<file path="config.mk">
export PLATFORM = sky130hd
export DESIGN_NAME = float16_accumulator
export DESIGN_NICKNAME = d
export VERILOG_FILES = /design/src/rtl/fp16_pkg.sv /design/src/rtl/float16_adder.sv /design/src/rtl/float16_accumulator.sv
export SDC_FILE = /design/constraint.sdc
export NUM_CORES = 1
export LEC_CHECK = 0
export CAP_MARGIN = 20
export CORE_MARGIN = 5
export CORE_UTILIZATION = 57
export DETAILED_ROUTE_END_ITERATION = 7
export PLACE_DENSITY = 0.8
export RECOVER_POWER = 50
export SYNTH_ARGS = -nofsm -noshare
export SYNTH_HDL_FRONTEND = slang
export SYNTH_SLANG_ARGS = --single-unit
export TNS_END_PERCENT = 20
</file>
<file path="constraint.sdc">
create_clock -name clk -period 13 [get_ports clk]
set_input_delay 1.3 -clock clk [delete_from_list [all_inputs] [get_ports clk]]
set_output_delay 1.3 -clock clk [all_outputs]
set_load 0.01 [all_outputs]
</file>
<file path="src/rtl/fp16_pkg.sv">
// Shared FP16 types, constants and helpers for the reduction datapath.
package fp16_pkg;

    typedef logic [15:0] fp16_t;

    localparam fp16_t FP16_QNAN    = 16'h7E00;
    localparam fp16_t FP16_POS_INF = 16'h7C00;
    localparam fp16_t FP16_ZERO    = 16'h0000;
    localparam int unsigned EXP_LEN  = 5;
    localparam int unsigned MANT_LEN = 10;

    typedef enum logic [1:0] {
        IDLE = 2'd0,
        ACC  = 2'd1,
        DONE = 2'd2
    } acc_state_t;

    function automatic logic is_nan(input fp16_t v);
        return (&v[14:MANT_LEN]) && (|v[MANT_LEN-1:0]);
    endfunction

endpackage

</file>
<file path="src/rtl/float16_adder.sv">
// Combinational FP16 adder with round-to-nearest-even, gradual underflow and
// IEEE special-value handling; NaN results are always the canonical quiet NaN.
module float16_adder
    import fp16_pkg::*;
(
    input  logic [15:0] i_a,
    input  logic [15:0] i_b,
    output logic [15:0] o_sum
);

    logic        w_a_nan, w_b_nan, w_a_inf, w_b_inf;
    logic        w_swap, w_eff_sub, w_found, w_rnd;
    fp16_t       w_big, w_small;
    logic [5:0]  w_e_big, w_e_small, w_diff, w_e_n, w_e_f, w_lz, w_limit, w_shl;
    logic [4:0]  w_sh;
    logic [13:0] w_m_big, w_m_small, w_m_al, w_norm;
    logic [27:0] w_wide;
    logic [14:0] w_s15;
    logic [11:0] w_mr;
    logic [9:0]  w_mant;
    fp16_t       w_res;

    assign w_a_nan = is_nan(i_a);
    assign w_b_nan = is_nan(i_b);
    assign w_a_inf = (i_a[14:0] == FP16_POS_INF[14:0]);
    assign w_b_inf = (i_b[14:0] == FP16_POS_INF[14:0]);

    always_comb begin
        w_swap    = (i_b[14:0] > i_a[14:0]);
        w_big     = w_swap ? i_b : i_a;
        w_small   = w_swap ? i_a : i_b;
        w_e_big   = (w_big[14:MANT_LEN] == '0) ? 6'd1 : {1'b0, w_big[14:MANT_LEN]};
        w_e_small = (w_small[14:MANT_LEN] == '0) ? 6'd1 : {1'b0, w_small[14:MANT_LEN]};
        w_m_big   = {(w_big[14:MANT_LEN] != '0), w_big[MANT_LEN-1:0], 3'b000};
        w_m_small = {(w_small[14:MANT_LEN] != '0), w_small[MANT_LEN-1:0], 3'b000};
        w_diff    = w_e_big - w_e_small;
        w_sh      = (w_diff > 6'd16) ? 5'd16 : w_diff[4:0];

        // Align the smaller operand; everything shifted past the round bit
        // collapses into the sticky bit.
        w_wide    = {w_m_small, 14'b0} >> w_sh;
        w_m_al    = {w_wide[27:15], w_wide[14] | (|w_wide[13:0])};
        w_eff_sub = w_big[15] ^ w_small[15];
        w_s15     = w_eff_sub ? ({1'b0, w_m_big} - {1'b0, w_m_al})
                              : ({1'b0, w_m_big} + {1'b0, w_m_al});

        w_lz    = 6'd0;
        w_found = 1'b0;
        for (int i = 13; i >= 0; i--) begin
            if (!w_found && w_s15[i]) begin
                w_lz    = 6'(13 - i);
                w_found = 1'b1;
            end
        end
        w_limit = w_e_big - 6'd1;
        w_shl   = 6'd0;

        if (w_s15[14]) begin
            w_norm = {w_s15[14:2], w_s15[1] | w_s15[0]};
            w_e_n  = w_e_big + 6'd1;
        end else begin
            // Stop normalising at the minimum exponent so tiny results go subnormal.
            w_shl  = (w_lz > w_limit) ? w_limit : w_lz;
            w_norm = w_s15[13:0] << w_shl;
            w_e_n  = w_e_big - w_shl;
        end

        w_rnd = w_norm[2] & (w_norm[1] | w_norm[0] | w_norm[3]);
        w_mr  = {1'b0, w_norm[13:3]} + {11'b0, w_rnd};
        if (w_mr[11]) begin
            w_e_f  = w_e_n + 6'd1;
            w_mant = '0;
        end else begin
            w_e_f  = w_mr[10] ? w_e_n : 6'd0;
            w_mant = w_mr[9:0];
        end

        if (w_e_f >= 6'd31) begin
            w_res = {w_big[15], FP16_POS_INF[14:0]};
        end else begin
            w_res = {w_big[15], w_e_f[EXP_LEN-1:0], w_mant};
        end

        if (w_s15 == '0) begin
            w_res = {w_big[15] & w_small[15], FP16_ZERO[14:0]};
        end

        if (w_a_nan || w_b_nan || (w_a_inf && w_b_inf && (i_a[15] != i_b[15]))) begin
            o_sum = FP16_QNAN;
        end else if (w_a_inf) begin
            o_sum = i_a;
        end else if (w_b_inf) begin
            o_sum = i_b;
        end else begin
            o_sum = w_res;
        end
    end

endmodule

</file>
<file path="src/rtl/float16_accumulator.sv">
// Streams FP16 operands into a registered accumulator through one adder and
// presents the sum and a saturating element count once per vector.
module float16_accumulator
    import fp16_pkg::*;
#(
    parameter int unsigned CNT_W     = 8,
    parameter int unsigned FLOAT_LEN = 16
) (
    input  logic                 clk,
    input  logic                 rst_n,
    input  logic                 in_valid,
    output logic                 in_ready,
    input  logic [FLOAT_LEN-1:0] in_data,
    input  logic                 in_last,
    output logic                 out_valid,
    input  logic                 out_ready,
    output logic [FLOAT_LEN-1:0] out_sum,
    output logic [CNT_W-1:0]     out_count,
    output logic                 out_nan
);

    acc_state_t       r_state, w_state_next;
    fp16_t            r_acc, w_acc_next;
    logic [CNT_W-1:0] r_cnt, w_cnt_next, w_cnt_inc;
    fp16_t            w_add_sum;
    logic             w_in_fire, w_out_fire;

    float16_adder u_adder (
        .i_a   (r_acc),
        .i_b   (in_data),
        .o_sum (w_add_sum)
    );

    assign in_ready   = (r_state != DONE);
    assign out_valid  = (r_state == DONE);
    assign out_sum    = r_acc;
    assign out_count  = r_cnt;
    assign out_nan    = is_nan(r_acc);
    assign w_in_fire  = in_valid && in_ready;
    assign w_out_fire = out_valid && out_ready;
    assign w_cnt_inc  = (&r_cnt) ? r_cnt : r_cnt + {{(CNT_W-1){1'b0}}, 1'b1};

    always_comb begin
        w_state_next = r_state;
        w_acc_next   = r_acc;
        w_cnt_next   = r_cnt;
        unique case (r_state)
            IDLE: begin
                // First element bypasses the adder so -0 and subnormals are kept exact.
                if (w_in_fire) begin
                    w_acc_next   = in_data;
                    w_cnt_next   = {{(CNT_W-1){1'b0}}, 1'b1};
                    w_state_next = in_last ? DONE : ACC;
                end
            end
            ACC: begin
                if (w_in_fire) begin
                    w_acc_next = w_add_sum;
                    w_cnt_next = w_cnt_inc;
                    if (in_last) begin
                        w_state_next = DONE;
                    end
                end
            end
            DONE: begin
                if (w_out_fire) begin
                    w_acc_next   = FP16_ZERO;
                    w_cnt_next   = '0;
                    w_state_next = IDLE;
                end
            end
            default: begin
                w_acc_next   = FP16_ZERO;
                w_cnt_next   = '0;
                w_state_next = IDLE;
            end
        endcase
    end

    always_ff @(posedge clk or negedge rst_n) begin
        if (!rst_n) begin
            r_state <= IDLE;
            r_acc   <= FP16_ZERO;
            r_cnt   <= '0;
        end else begin
            r_state <= w_state_next;
            r_acc   <= w_acc_next;
            r_cnt   <= w_cnt_next;
        end
    end

endmodule

</file>
## Word level (Yosys, flattened, before mapping)

Index checks and enable logic that the tools add are counted.

| storage, ports and cells | value |
|---|---|
| register bits | 26 |
| input port bits | 21 |
| logic and storage cells | 144 |

| cells by class | value |
|---|---|
| shifts and indexed selects | 2 |
| mux-type cells | 58 |
| reduce and logical (&&, ||, !) cells | 49 |
| bitwise gates (word level) | 7 |
| add/sub/neg operators | 9 |
| eq/ne operators | 12 |
| magnitude comparators | 4 |

Operators with widths:

| cell | count |
|---|---|
| $mux 16 | 9 |
| $pmux 16 s3 | 1 |
| $mux 8 | 4 |
| $eq 15x15->1 const B | 2 |
| $mux 15 | 2 |
| $shr 28x5->28 | 1 |
| $mux 4 | 6 |
| $mux 6 | 4 |
| $pmux 8 s3 | 1 |
| $reduce_or 10->1 | 2 |
| $logic_and 1x1->1 | 19 |
| $add 14x14->15 | 1 |
| $gt 15x15->1 | 1 |
| $logic_not 15->1 | 1 |
| $mux 5 | 3 |
| $sub 14x14->15 | 1 |
| $mux 1 | 14 |
| $mux 14 | 1 |
| $mux 2 | 7 |
| $reduce_or 14->1 | 1 |
| $shl 14x6->14 | 1 |
| $logic_not 1->1 | 13 |
| $add 11x1->12 | 1 |
| $add 6x1->6 const B | 2 |
| 25 further kinds | 43 |

## Longest topological paths before layout

| logic depth | value |
|---|---|
| depth after elaboration | 70 |
| depth in mapped cells | 70 |

## By module

Synthesis repeated with hierarchy kept, for this count alone.

| unflattened totals | value |
|---|---|
| cells, all modules | 1105 |
| area total of the unflattened synthesis | 7723.7 um^2 |

Modules (own cells, without submodules):

| module | cells each | times used | area each (um^2) |
|---|---|---|---|
| float16_adder | 971 | 1 | 6343.6 |
| float16_accumulator | 134 | 1 | 1380.1 |

## Least setup slack after synthesis

OpenSTA, ideal clock, no wires.

| timing path | value |
|---|---|
| kind | in2reg |
| start point | input port in_data[14] |
| end point | register r_acc[1], in the netlist out_sum[1] |
| slack | -0.597 ns |
| buffers on the path | 6 |
| data arrival time | 13.519 ns |
| cell stages on the path | 67 |
| setup time | 0.077 ns |
| path through | ha_1 -> buf_4 -> nand4_4 -> nor2_1 -> o21ai_0 -> a21oi_1 -> clkbuf_1 -> o21ai_0 -> nor3_1 -> nand4_1 -> nand2b_1 -> inv_1 -> ha_1 -> fa_1 -> inv_1 -> nor2_1 -> nand2_1 -> o21ai_2 -> [31 not listed] -> nor2_1 -> nor2_2 -> inv_2 -> buf_4 -> ha_1 -> nand2_1 -> inv_1 -> ha_1 -> a21o_1 -> a21oi_1 -> o21bai_1 -> a21oi_1 -> xnor2_1 -> nor2_1 -> a222oi_1 -> buf_4 -> nand4b_1 -> o21ai_1 |

| between the ends | value |
|---|---|
| longest elaborated chain between the ends | 70 |
| elaborated cells on any way between the ends | 106 |
| those cells by class | add/sub (8); order compare (4); eq/ne (2); shift (2); mux (45); bitwise (6); reduce/logical (39) |

Ends and longest elaborated chain:

| element | line | RTL |
|---|---|---|
| start: declaration | float16_accumulator.sv:13 | `input logic [FLOAT_LEN-1:0] in_data,` |
| $gt 15x15->1 | float16_adder.sv:29 | `w_swap = (i_b[14:0] > i_a[14:0]);` |
| $mux 16, on equally long branches | float16_adder.sv:30, float16_adder.sv:31 |  |
| $logic_not 5->1, on equally long branches | float16_adder.sv:32, float16_adder.sv:33 |  |
| $mux 5, on equally long branches | float16_adder.sv:32, float16_adder.sv:33 |  |
| $sub 6x6->6 | float16_adder.sv:36 | `w_diff = w_e_big - w_e_small;` |
| $gt 6x5->1 | float16_adder.sv:37 | `w_sh = (w_diff > 6'd16) ? 5'd16 : w_diff[4:0];` |
| $mux 5 | float16_adder.sv:37 |  |
| $shr 28x5->28 | float16_adder.sv:41 | `w_wide = {w_m_small, 14'b0} >> w_sh;` |
| [54 not listed] | - |  |
| $ge 6x5->1 | float16_adder.sv:78 | `if (w_e_f >= 6'd31) begin` |
| $mux 15 | float16_adder.sv:78 |  |
| $mux 16 | float16_adder.sv:84 | `if (w_s15 == '0) begin` |
| $mux 16 | float16_adder.sv:92 | `end else if (w_b_inf) begin` |
| $mux 16 | float16_adder.sv:90 | `end else if (w_a_inf) begin` |
| $mux 16 | float16_adder.sv:88 | `if (w_a_nan \|\| w_b_nan \|\| (w_a_inf && w_b_inf && (i_a[15] != i_b[15]))) begin` |
| $mux 16 | float16_accumulator.sv:57 | `if (w_in_fire) begin` |
| $pmux 16 s3 | float16_accumulator.sv:47 | `unique case (r_state)` |
| end signal: assignment | float16_accumulator.sv:87 | `r_acc <= w_acc_next;` |
| end: declaration | float16_accumulator.sv:23 | `fp16_t r_acc, w_acc_next;` |

Several ways; a longest one is shown, not always the timed one. The select of a mux whose other input is x is not followed.
A chain may end at the register's enable or synchronous reset.

## Worst setup path after layout

| timing path | value |
|---|---|
| start point | input port in_data[5] |
| end point | register r_acc[11], in the netlist out_sum[11] |

Same word-level chain as after synthesis.

==> results.cfg <==
[yosys]
netlist_area_sq_um = 7440
synth_warnings = 0
async_flop_share = 1.00
syn_avg_cell_area_sq_um = 7.07
synth_cells = 1053
synth_nets = 1134
synth_top_area_frac = 0.0958
synth-seq-area-share = 0.0874
synth_top_area_cell = ha_1
synth_area_leaders = ha_1 9.6%, dfrtp_1 8.7%, a21oi_1 6.2%
yosysUniqueCellTypes = 108
synthFlopType = dfrtp_1
synth_seq_cells = 26
synth_edf_count = 0

[final_layout]
area_growth_syn_to_layout_pct = 33.6
drive_gt1_frac = 0.279
final_common_cell = buf_4
final_cell_mix = 183 x buf_4, 93 x nor2_1, 91 x nand2_1, 80 x a21oi_1, 58 x inv_1
n_fill_cell = 956
finalNetCount = 1324
diodes = 0

[critical_path]
crit_type = primary input to register
slowest_stage = a222oi_1
crit-reg2reg-launch = out_sum[5]
cp_data_arrival_time_ns = 12.94
startpoint = in_data[5]
endpoint = out_sum[11]
rr_worst_depth = 65
cpPeakStageDelay_ns = 0.44
cp_max_fo = 10
reg2reg_setup_slack_ns = 0.64
endpoint_kind = register
start_kind = primary input
crit_required_ns = 13.12
r2r-end = out_sum[11]

[placed_design]
io_buffers = 47
pre_cts_slack_ns = -0.511
hpwlAfterDp_mm = 22.7
place.gp.congestion = 1.03

[clock_tree]
clock_latency_ns = 0.26
cts_max_level = 1
ctsHoldBuffers = 0
root_buffer = clkbuf_16
cts.sink_count = 26
cts_buffers = 3
path_clk_slew_ns = 0.06
clock_path_buffers = 2
cts_tree = done

[grt]
grt_usage = 0.347
grt_pass1_vias = 8958
grt_antenna_before_repair = 0
grt_overflow = 0
grt_pass1_wl_mm = 45.8
grt_max_degree = 27

[outcome]
run_status = finished clean

[floorplanning]
die_h_um = 124
initial_core_util = 0.585
rows = 41
core-area_sq_um = 12700
die_x_um = 124
pin_count = 48
dieArea_sq_um = 15400

[drt]
drt_iter0_markers = 1494
wl_per_cell_um = 21.6
first_pass_iters = 7
wirelength_mm = 30.6
final_antenna_net_count = 0
vias = 9796
remaining_drc_errors = 0
viasPerCell = 6.93

[timing]
worstMarginPinSlew_ns = 1.04
finalCritPeriodShare = 0.987
maxSlewViolCount = 0
relSlewSlack = 0.305
fin_ws_ns = 0.175
setup_viol = 0
hold_viol = 0
period_needed_ns = 12.83
timing.fmax_ghz = 0.0780
fin_skew_ns = 0.00211

[min_path]
hp-class = register to register
hp-start = out_count[2]

[run]
cap_violations = 0
## how the worst min path moves through the flow
stage,end,cells after the start
global placement,out_count[2],1
detailed placement,out_count[3],1
global route,out_count[2],1
finish,out_count[2],1
CTS,out_count[3],1
floorplan,out_count[2],2
## synthesized netlist by cell type (13+ instances only)
| master | n |
|---|---|
| nand3_1 | 45 |
| ha_1 | 57 |
| clkbuf_1 | 27 |
| o21ai_0 | 59 |
| xnor2_1 | 24 |
| and3_1 | 16 |
| mux2i_1 | 14 |
| nand4_1 | 19 |
| inv_1 | 59 |
| nand2b_1 | 14 |
| nand2_1 | 94 |
| nor3_1 | 36 |
| dfrtp_1 | 26 |
| a22oi_1 | 13 |
| a211oi_1 | 19 |
| a31oi_1 | 16 |
| o21ai_1 | 18 |
| o211ai_1 | 25 |
| a21oi_1 | 92 |
| nor2_1 | 103 |
## metal layers
layer	up-vias	track usage	routed length, um
met5	-	0	0
met4	0	0.128	1700
met3	182	0.0630	3310
met2	740	0.573	13900
met1	4477	0.452	11700
li1	4397	-	-
## state kept, by name, summed over array words and instances (netlist names)
name and flops:
r_state 2, out_sum 16, out_count 8
## repair_timing
item                       4_1_cts  5_1_grt
setup endpoints to repair       14       15
pin swaps                        5       58
resized for setup                9      111
cloned                           2        1
setup buffers                    2       24
## through the flow
step | cells | util | setup TNS, ns | instance area [sq um] | hold WS (ns)
5_1_grt | 1413 | 0.781 | -4.35 | 9940 | 0.581
2_1_floorplan | 1053 | - | 0 | 7500 | 0.544
3_5_place_dp | 1380 | 0.718 | -6.12 | 9130 | 0.539
6_report | 1413 | 0.781 | 0 | 9940 | 0.549
4_1_cts | 1387 | 0.728 | 0 | 9260 | 0.546
3_3_place_gp | 1379 | 0.715 | -2.31 | 9100 | 0.517
## cell families after synthesis
kind of cell	synth area share
buf+inv	0.0693
fa+ha+maj	0.104
mux	0.0479
simple gates	0.277
flops	0.0874
xor+xnor	0.0434
compound gates	0.371
## worst max-delay path, delay by kind of cell
family | cells | cell delay (ns)
XOR/XNOR | 3 | 0.51
adder cells (fa/ha/maj) | 8 | 2.08
AO/OA/AOI/OAI | 29 | 5.37
buffers and inverters | 11 | 1.42
AND/OR/NAND/NOR | 14 | 2.22
## area by class of cell
| type | count | area [sq um] | area share |
|---|---|---|---|
| multi-input combinational | 911 | 6810 | 0.684 |
| inverter | 62 | 233 | 0.0234 |
| tap | 172 | 215 | 0.0216 |
| sequential | 26 | 651 | 0.0654 |
| clock buffer | 3 | 75.1 | 0.00755 |
| timing repair buffer | 239 | 1960 | 0.197 |
Power is left out: the tool's default activity adds up to more than one toggle a clock period on the data nets, which glitch-free logic cannot reach.
